--- src/rtl/vip_dehaze_pkg.sv ---
// Shared constants, divider state type and reciprocal helper for the dehaze back end.
package vip_dehaze_pkg;

  localparam int unsigned RECIP_NUM = 65536;
  localparam int unsigned RECIP_MAX = 65535;
  localparam int unsigned PIPE_LAT  = 4;

  typedef enum logic [1:0] {
    IDLE,
    DIV,
    DONE
  } div_state_t;

  // 65536/t saturated to 16 bits; t=0 maps to the saturated value.
  function automatic logic [15:0] recip16(input logic [7:0] t);
    int unsigned q;
    if (t == 8'd0) begin
      q = RECIP_MAX;
    end else begin
      q = RECIP_NUM / 32'(t);
      if (q > RECIP_MAX) q = RECIP_MAX;
    end
    return 16'(q);
  endfunction

endpackage

--- src/rtl/vip_dehaze_recover_if.sv ---
// Pixel stream bundle: original RGB + dark channel in, dehazed RGB out.
interface vip_dehaze_recover_if;

  logic       per_frame_vsync;
  logic       per_frame_href;
  logic       per_frame_clken;
  logic [7:0] per_img_red;
  logic [7:0] per_img_green;
  logic [7:0] per_img_blue;
  logic [7:0] per_dark;

  logic       post_frame_vsync;
  logic       post_frame_href;
  logic       post_frame_clken;
  logic [7:0] post_img_red;
  logic [7:0] post_img_green;
  logic [7:0] post_img_blue;

  // Source side: drives the input stream, observes the recovered stream.
  modport master (
    output per_frame_vsync, per_frame_href, per_frame_clken,
    output per_img_red, per_img_green, per_img_blue, per_dark,
    input  post_frame_vsync, post_frame_href, post_frame_clken,
    input  post_img_red, post_img_green, post_img_blue
  );

  // Recovery block side.
  modport slave (
    input  per_frame_vsync, per_frame_href, per_frame_clken,
    input  per_img_red, per_img_green, per_img_blue, per_dark,
    output post_frame_vsync, post_frame_href, post_frame_clken,
    output post_img_red, post_img_green, post_img_blue
  );

endinterface

--- src/rtl/vip_recip_lut.sv ---
// 256x16 registered reciprocal ROM: data = 65536/addr saturated, one clock read latency.
module vip_recip_lut
  import vip_dehaze_pkg::*;
(
  input  logic        clk,
  input  logic        rst,
  input  logic [7:0]  addr,
  output logic [15:0] data
);

  logic [15:0] rom [256];

  for (genvar i = 0; i < 256; i++) begin : g_rom
    assign rom[i] = recip16(8'(i));
  end

  // Registered read; cleared with the rest of the pixel pipeline.
  always_ff @(posedge clk) begin
    if (rst) data <= '0;
    else     data <= rom[addr];
  end

endmodule

--- src/rtl/vip_dehaze_recover.sv ---
// Dehaze recovery: J = A + (I - A)/t with per-frame atmospheric light A and 4-stage pipeline.
module vip_dehaze_recover
  import vip_dehaze_pkg::*;
#(
  parameter int unsigned OMEGA  = 243,
  parameter int unsigned T0     = 26,
  parameter int unsigned A_INIT = 255
) (
  input logic                 clk,
  input logic                 rst,
  vip_dehaze_recover_if.slave bus
);

  localparam logic [7:0]  A_RST       = 8'(A_INIT);
  localparam logic [15:0] RECIP_A_RST = recip16(A_RST);
  localparam logic [7:0]  T_MIN       = 8'(T0);

  // Sync delay lines; taps 0/1 double as the vsync edge detector.
  logic [PIPE_LAT-1:0] vs_dl, hr_dl, ck_dl;
  logic                rise;

  // Pixel pipeline registers.
  logic [7:0]  s1_ph, s1_r, s1_g, s1_b;
  logic [7:0]  s2_t, s2_a, s2_r, s2_g, s2_b;
  logic [7:0]  s3_a, s3_r, s3_g, s3_b;
  logic [15:0] s3_recip;
  logic [7:0]  out_r, out_g, out_b;
  logic [15:0] ratio_full;
  logic [7:0]  ratio, t_raw, t_new;

  // Frame statistics and divider.
  div_state_t  state_q, state_d;
  logic [7:0]  max_q, max_d;
  logic [7:0]  a_next_q, a_next_d;
  logic [7:0]  a_cur_q, a_cur_d;
  logic [15:0] recip_a_q, recip_a_d;
  logic [7:0]  rem_q, rem_d;
  logic [16:0] quo_q, quo_d;
  logic [4:0]  cnt_q, cnt_d;
  logic [8:0]  trial;

  // S4 per-channel recovery: clamp(A + floor((I - A) * recipT / 256), 0, 255).
  function automatic logic [7:0] recover(input logic [7:0] i, input logic [7:0] a,
                                         input logic [15:0] rt);
    logic signed [8:0]  d;
    logic signed [25:0] prod;
    logic signed [17:0] s;
    logic signed [18:0] j;
    d    = $signed({1'b0, i}) - $signed({1'b0, a});
    prod = $signed({{17{d[8]}}, d}) * $signed({10'd0, rt});
    s    = 18'(prod >>> 8);
    j    = $signed({11'd0, a}) + $signed({s[17], s});
    if (j < 0)                 return 8'd0;
    else if (j > 19'sd255)     return 8'd255;
    else                       return j[7:0];
  endfunction

  assign rise = vs_dl[0] & ~vs_dl[1];

  assign bus.post_frame_vsync = vs_dl[PIPE_LAT-1];
  assign bus.post_frame_href  = hr_dl[PIPE_LAT-1];
  assign bus.post_frame_clken = ck_dl[PIPE_LAT-1];
  assign bus.post_img_red     = out_r;
  assign bus.post_img_green   = out_g;
  assign bus.post_img_blue    = out_b;

  // Sync delay lines, matched to the pixel pipeline latency.
  always_ff @(posedge clk) begin
    if (rst) begin
      vs_dl <= '0;
      hr_dl <= '0;
      ck_dl <= '0;
    end else begin
      vs_dl <= {vs_dl[PIPE_LAT-2:0], bus.per_frame_vsync};
      hr_dl <= {hr_dl[PIPE_LAT-2:0], bus.per_frame_href};
      ck_dl <= {ck_dl[PIPE_LAT-2:0], bus.per_frame_clken};
    end
  end

  // S2 transmission: t = max(T0, 255 - min(255, (p>>8) * recipA >> 8)).
  always_comb begin
    ratio_full = 16'((24'(s1_ph) * 24'(recip_a_q)) >> 8);
    ratio      = (ratio_full > 16'd255) ? 8'd255 : ratio_full[7:0];
    t_raw      = 8'd255 - ratio;
    t_new      = (t_raw < T_MIN) ? T_MIN : t_raw;
  end

  // Pixel pipeline S1, S2, S3 side-band and S4; advances every clock regardless of clken.
  always_ff @(posedge clk) begin
    if (rst) begin
      s1_ph <= '0; s1_r <= '0; s1_g <= '0; s1_b <= '0;
      s2_t  <= '0; s2_a <= '0; s2_r <= '0; s2_g <= '0; s2_b <= '0;
      s3_a  <= '0; s3_r <= '0; s3_g <= '0; s3_b <= '0;
      out_r <= '0; out_g <= '0; out_b <= '0;
    end else begin
      s1_ph <= 8'((16'(bus.per_dark) * 16'(OMEGA)) >> 8);
      s1_r  <= bus.per_img_red;
      s1_g  <= bus.per_img_green;
      s1_b  <= bus.per_img_blue;
      // A is captured here and travels with the pixel so a commit never splits one pixel.
      s2_t  <= t_new;
      s2_a  <= a_cur_q;
      s2_r  <= s1_r;
      s2_g  <= s1_g;
      s2_b  <= s1_b;
      s3_a  <= s2_a;
      s3_r  <= s2_r;
      s3_g  <= s2_g;
      s3_b  <= s2_b;
      out_r <= recover(s3_r, s3_a, s3_recip);
      out_g <= recover(s3_g, s3_a, s3_recip);
      out_b <= recover(s3_b, s3_a, s3_recip);
    end
  end

  // S3 reciprocal of transmission.
  vip_recip_lut u_recip_lut (
    .clk  (clk),
    .rst  (rst),
    .addr (s2_t),
    .data (s3_recip)
  );

  // Frame max tracking and restoring divider 65536 / A_next, one quotient bit per clock.
  always_comb begin
    state_d   = state_q;
    max_d     = max_q;
    a_next_d  = a_next_q;
    a_cur_d   = a_cur_q;
    recip_a_d = recip_a_q;
    rem_d     = rem_q;
    quo_d     = quo_q;
    cnt_d     = cnt_q;
    trial     = '0;

    if (rise) begin
      max_d = '0;
    end else if (bus.per_frame_href && bus.per_frame_clken && bus.per_dark > max_q) begin
      max_d = bus.per_dark;
    end

    unique case (state_q)
      IDLE: ;
      DIV: begin
        // Dividend 65536 has only its MSB set, fed in on the first step.
        trial = {rem_q, (cnt_q == 5'd0)};
        if (trial >= {1'b0, a_next_q}) begin
          rem_d = 8'(trial - {1'b0, a_next_q});
          quo_d = {quo_q[15:0], 1'b1};
        end else begin
          rem_d = trial[7:0];
          quo_d = {quo_q[15:0], 1'b0};
        end
        cnt_d = cnt_q + 5'd1;
        if (cnt_q == 5'd16) state_d = DONE;
      end
      DONE: begin
        a_cur_d   = a_next_q;
        recip_a_d = quo_q[16] ? 16'(RECIP_MAX) : quo_q[15:0];
        state_d   = IDLE;
      end
      default: state_d = IDLE;
    endcase

    // A new edge restarts the divide and discards any run in flight, including its commit.
    if (rise) begin
      state_d   = DIV;
      a_next_d  = (max_q == 8'd0) ? 8'd1 : max_q;
      rem_d     = '0;
      quo_d     = '0;
      cnt_d     = '0;
      a_cur_d   = a_cur_q;
      recip_a_d = recip_a_q;
    end
  end

  // Divider and atmospheric light state registers.
  always_ff @(posedge clk) begin
    if (rst) begin
      state_q   <= IDLE;
      max_q     <= '0;
      a_next_q  <= '0;
      a_cur_q   <= A_RST;
      recip_a_q <= RECIP_A_RST;
      rem_q     <= '0;
      quo_q     <= '0;
      cnt_q     <= '0;
    end else begin
      state_q   <= state_d;
      max_q     <= max_d;
      a_next_q  <= a_next_d;
      a_cur_q   <= a_cur_d;
      recip_a_q <= recip_a_d;
      rem_q     <= rem_d;
      quo_q     <= quo_d;
      cnt_q     <= cnt_d;
    end
  end

endmodule

--- src/flat_wrapper.sv ---
// flat-port wrapper written by rule: the top's interface ports become plain ports
module vip_dehaze_recover_flat import vip_dehaze_pkg::*;
#(
  parameter int unsigned OMEGA  = 243,
  parameter int unsigned T0     = 26,
  parameter int unsigned A_INIT = 255
)
  (clk, rst, bus_per_frame_vsync, bus_per_frame_href, bus_per_frame_clken, bus_per_img_red, bus_per_img_green, bus_per_img_blue, bus_per_dark, bus_post_frame_vsync, bus_post_frame_href, bus_post_frame_clken, bus_post_img_red, bus_post_img_green, bus_post_img_blue);
  vip_dehaze_recover_if bus_i ();
  input logic clk;
  input logic rst;
  input wire logic [$bits(bus_i.per_frame_vsync)-1:0] bus_per_frame_vsync;
  input wire logic [$bits(bus_i.per_frame_href)-1:0] bus_per_frame_href;
  input wire logic [$bits(bus_i.per_frame_clken)-1:0] bus_per_frame_clken;
  input wire logic [$bits(bus_i.per_img_red)-1:0] bus_per_img_red;
  input wire logic [$bits(bus_i.per_img_green)-1:0] bus_per_img_green;
  input wire logic [$bits(bus_i.per_img_blue)-1:0] bus_per_img_blue;
  input wire logic [$bits(bus_i.per_dark)-1:0] bus_per_dark;
  output wire logic [$bits(bus_i.post_frame_vsync)-1:0] bus_post_frame_vsync;
  output wire logic [$bits(bus_i.post_frame_href)-1:0] bus_post_frame_href;
  output wire logic [$bits(bus_i.post_frame_clken)-1:0] bus_post_frame_clken;
  output wire logic [$bits(bus_i.post_img_red)-1:0] bus_post_img_red;
  output wire logic [$bits(bus_i.post_img_green)-1:0] bus_post_img_green;
  output wire logic [$bits(bus_i.post_img_blue)-1:0] bus_post_img_blue;
  assign bus_i.per_frame_vsync = bus_per_frame_vsync;
  assign bus_i.per_frame_href = bus_per_frame_href;
  assign bus_i.per_frame_clken = bus_per_frame_clken;
  assign bus_i.per_img_red = bus_per_img_red;
  assign bus_i.per_img_green = bus_per_img_green;
  assign bus_i.per_img_blue = bus_per_img_blue;
  assign bus_i.per_dark = bus_per_dark;
  assign bus_post_frame_vsync = bus_i.post_frame_vsync;
  assign bus_post_frame_href = bus_i.post_frame_href;
  assign bus_post_frame_clken = bus_i.post_frame_clken;
  assign bus_post_img_red = bus_i.post_img_red;
  assign bus_post_img_green = bus_i.post_img_green;
  assign bus_post_img_blue = bus_i.post_img_blue;
  vip_dehaze_recover #(.OMEGA(OMEGA), .T0(T0), .A_INIT(A_INIT)) u_core (.clk(clk), .rst(rst), .bus(bus_i));
endmodule
--- config.mk ---
export PLATFORM = sky130hd
export DESIGN_NAME = vip_dehaze_recover_flat
export DESIGN_NICKNAME = d
export VERILOG_FILES = /design/src/rtl/vip_dehaze_pkg.sv /design/src/rtl/vip_dehaze_recover_if.sv /design/src/rtl/vip_recip_lut.sv /design/src/rtl/vip_dehaze_recover.sv /design/src/flat_wrapper.sv
export SDC_FILE = /design/constraint.sdc
export NUM_CORES = 2
export LEC_CHECK = 0
export ABC_AREA = 1
export CAP_MARGIN = 15
export CORE_MARGIN = 2
export CORE_UTILIZATION = 65
export CTS_CLUSTER_DIAMETER = 200
export DETAILED_ROUTE_END_ITERATION = 8
export PLACE_DENSITY = 0.9
export SLEW_MARGIN = 20
export SYNTH_ARGS = -nofsm -noshare
export SYNTH_HDL_FRONTEND = slang
export SYNTH_SLANG_ARGS = --single-unit
--- constraint.sdc ---
create_clock -name clk -period 16.9 [get_ports clk]
set_clock_uncertainty 0.05 [all_clocks]
set_input_delay 1.69 -clock clk [delete_from_list [all_inputs] [get_ports clk]]
set_output_delay 1.69 -clock clk [all_outputs]
set_load 0.01 [all_outputs]
==> summary.txt <==
Yosys
  – Synthesized netlist net count: 5197
  – Primary FF master, synth: sky130_fd_sc_hd__dfxtp_1
  – Synthesized area divided by synthesized cell count: ~7.3 sq um
  – Count of distinct cell types in the synthesized netlist: 63
  – Share of the synthesized area in the top cell type: 0.252
  – Number of cells produced by synthesis: approximately 4400
  – Cell area after synthesis: around 0.032 sq mm
  – Synth Warn #: 0
  – Fraction of the yosys area taken by sequential cells: 0.143
  – Yosys reg bits: ~230
  – Top cell type by total area after synthesis: sky130_fd_sc_hd__fa_1
  – Cell with the most instances after synthesis: sky130_fd_sc_hd__nand2_1
  – Top cells by area, synth: sky130_fd_sc_hd__fa_1 (25%), sky130_fd_sc_hd__dfxtp_1 (14%), sky130_fd_sc_hd__ha_1 (14%), sky130_fd_sc_hd__nand2_1 (10%), sky130_fd_sc_hd__inv_1 (9.8%)
  – Fraction of synthesis flops using an asynchronous set or reset pin: 0
  – Number of flops mapped to enable cells by yosys: 0
  – Commonest cells in the netlist: sky130_fd_sc_hd__nand2_1 (878), sky130_fd_sc_hd__inv_1 (838), sky130_fd_sc_hd__nor2_1 (619)

Floorplan
  – I/O pin count: 64
  – Standard-cell rows: 81
  – Horizontal extent of the die: 226 um
  – Placeable core region: ~0.05 sq mm
  – Initial core utilization: 0.655
  – Chip height: between 200 and 250 um
  – Die area: between 0.05 and 0.06 sq mm

CTS
  – Clk pin slew, worst setup/hold paths: around 0.06 ns
  – Post-cts repair resize count: 0
  – TritonCTS clock tree: done
  – CTS hold repair buffers: 0
  – Clock net sink count: between 200 and 250
  – Number of buffers added for setup after CTS: 0
  – CTS Buffer Depth: 3
  – CTS buffer count: 24
  – Root Buffer: sky130_fd_sc_hd__clkbuf_16
  – H-tree level count: 1
  – Latest clock arrival within the worst-skew pair: roughly 0.56 ns

GRT
  – Pin count of the biggest net entering global routing: 76
  – Initial antenna violation count: 1
  – Global-route usage over all layers: 0.374
  – Vias in the first global route: around 30000
  – Total gr overflow: 0
  – Global-route wire length before repair: 150000 um

Setup path
  – Required time reported for the critical path endpoint: roughly 17 ns
  – Cell type with the highest occurrence count on the critical path: sky130_fd_sc_hd__nand2_1
  – Critical path endpoint category: register
  – Worst path max stage delay: approximately 0.67 ns
  – Arrival time at the worst endpoint: roughly 9.5 ns
  – Max stage delay cell, worst path: sky130_fd_sc_hd__a21oi_1
  – Setup Crit Path Kind: reg -> reg
  – Largest fanout on the critical path: 13
  – Category of the worst setup path launch point: register

STA
  – Max Clk Rate: about 110 MHz
  – Total negative slack: 0 ns
  – Final-report max-slew violation count: 0
  – Relative slew margins: 0.308
  – Crit share post-route: 0.541
  – Transition time at the pin with the least slew margin: 1.04 ns
  – Setup repair after global routing missed its margin: no
  – Final count of hold timing violations: 0
  – Clock period minus worst slack: around 9.1 ns
  – Final setup viols: 0

Cells and area
  – Share of post-route cells with drive strength above 1: 0.0299
  – Flip-flop count of the largest register, all copies and words added: 17
  – Final-layout fill cell count: just under 4000
  – Non-filler instance count after layout: slightly above 5000
  – FF+latch area: approximately 0.0046 sq mm
  – Layout overhead on the synthesized area: 5.91%
  – Net count reported at finish: a little over 5000
  – Multi-input gate area in the final layout: 0.0236 sq mm
  – Registers with the highest flip-flop counts: u_core.quo_q (17), u_core.recip_a_q (16), u_core.u_recip_lut.data (16)
  – Largest register by flop count: u_core.quo_q

Flow run
  – Max-cap check violation count: 0

Detailed routing
  – Total vias in the final route: ~30000
  – Final ANT Viol Nets: 0
  – Routed length per placed instance: 18.5 um
  – Routed wire length: a little over 90000 um
  – Vias per cell: approximately 5.8
  – Length of the first detailed-routing pass in iterations: 8
  – Detailed router's first-iteration violation count: about 2700
  – Final routed DRC violation total: 0

Placement
  – GPL Wtd Cong: a little over 1
  – Placed wire-length estimate: approximately 73000 um
  – Total instance count after detailed placement: 5000
  – Number of buffer cells added on primary ports: 63

Status
  – Status: finished, final reports clean

Hold path
  – Worst Hold Class: reg -> reg
## area by class of cell
class,instances,share of cell area
inverter,848,0.0941
multi-input combinational,3165,0.698
tap,664,0.0245
sequential,228,0.135
clock inverter,9,0.00299
antenna,1,0.0000739
timing repair buffer,95,0.0257
clock buffer,33,0.0202
## logic make-up after synthesis
family | after synthesis | share of synthesized area
adder cells (fa/ha/maj) | 763 | 0.393
AO/OA/AOI/OAI | 553 | 0.0991
XOR/XNOR | 78 | 0.0216
flip-flops | 228 | 0.143
buffers and inverters | 1004 | 0.118
AND/OR/NAND/NOR | 1771 | 0.224
## path summary, 6_finish.rpt
check	slack, ns	start	depth (start not counted)	endpoint
hold / removal	0.34	u_core.s2_r[1]	2	u_core.s3_r[1]
hold reg to reg	0.34	u_core.s2_r[1]	2	u_core.s3_r[1]
setup / recovery	7.76	u_core.s3_a[3]	42	u_core.bus.post_img_red[5]
setup reg to reg	7.76	u_core.s3_a[3]	42	u_core.bus.post_img_red[5]
## cells in the final DEF (no fill, tap or decap), drive strengths merged, types with 8 or more instances in the layout
| cell | count |
|---|---|
| a211oi | 9 |
| a21oi | 258 |
| a221oi | 8 |
| a31oi | 15 |
| buf | 33 |
| clkbuf | 33 |
| clkdlybuf4s50 | 62 |
| clkinv | 8 |
| dfxtp | 228 |
| fa | 403 |
| ha | 360 |
| inv | 845 |
| nand2 | 900 |
| nand3 | 129 |
| nand3b | 16 |
| nand4 | 23 |
| nor2 | 624 |
| nor3 | 41 |
| nor4 | 12 |
| o211ai | 32 |
| o21ai | 155 |
| o21bai | 16 |
| o22ai | 10 |
| or2 | 14 |
| xnor2 | 28 |
| xor2 | 50 |
## worst max-delay path, delay by kind of cell, from the launching register on
kind                       cells  cell delay (ns)
buffers and inverters          5             0.86
and+or+nand+nor               20             2.27
xor gates and xnor gates       1             0.16
adders and majority gates      8             3.39
AOI/OAI and AO/OA              8             1.67
DFF                            1             0.59
## stage by stage
stage / hold slack [ns] / utilization / instance area [sq um] / setup slack [ns]
after global routing: 0.355 / 0.694 / 33800 / 7.16
after global placement: 0.339 / 0.678 / 33100 / 8.26
after floorplan: 0.338 / - / 32000 / 9.08
after detailed placement: 0.344 / 0.678 / 33100 / 8.05
after CTS: 0.337 / 0.694 / 33800 / 8.02
final: 0.336 / 0.694 / 33800 / 7.76
## layer usage
layer  part of all wire  up-vias  wire [um]  GRT usage
met2               0.46     1655      43000      0.614
met1               0.36    13600      33800      0.445
met5                  0        -          0          0
met3               0.10      532       9420     0.0773
met4              0.077        0       7230      0.247
li1                   -    13500          -          -
Power is left out: the tool's default activity adds up to more than one toggle a clock period on the data nets, which glitch-free logic cannot reach.
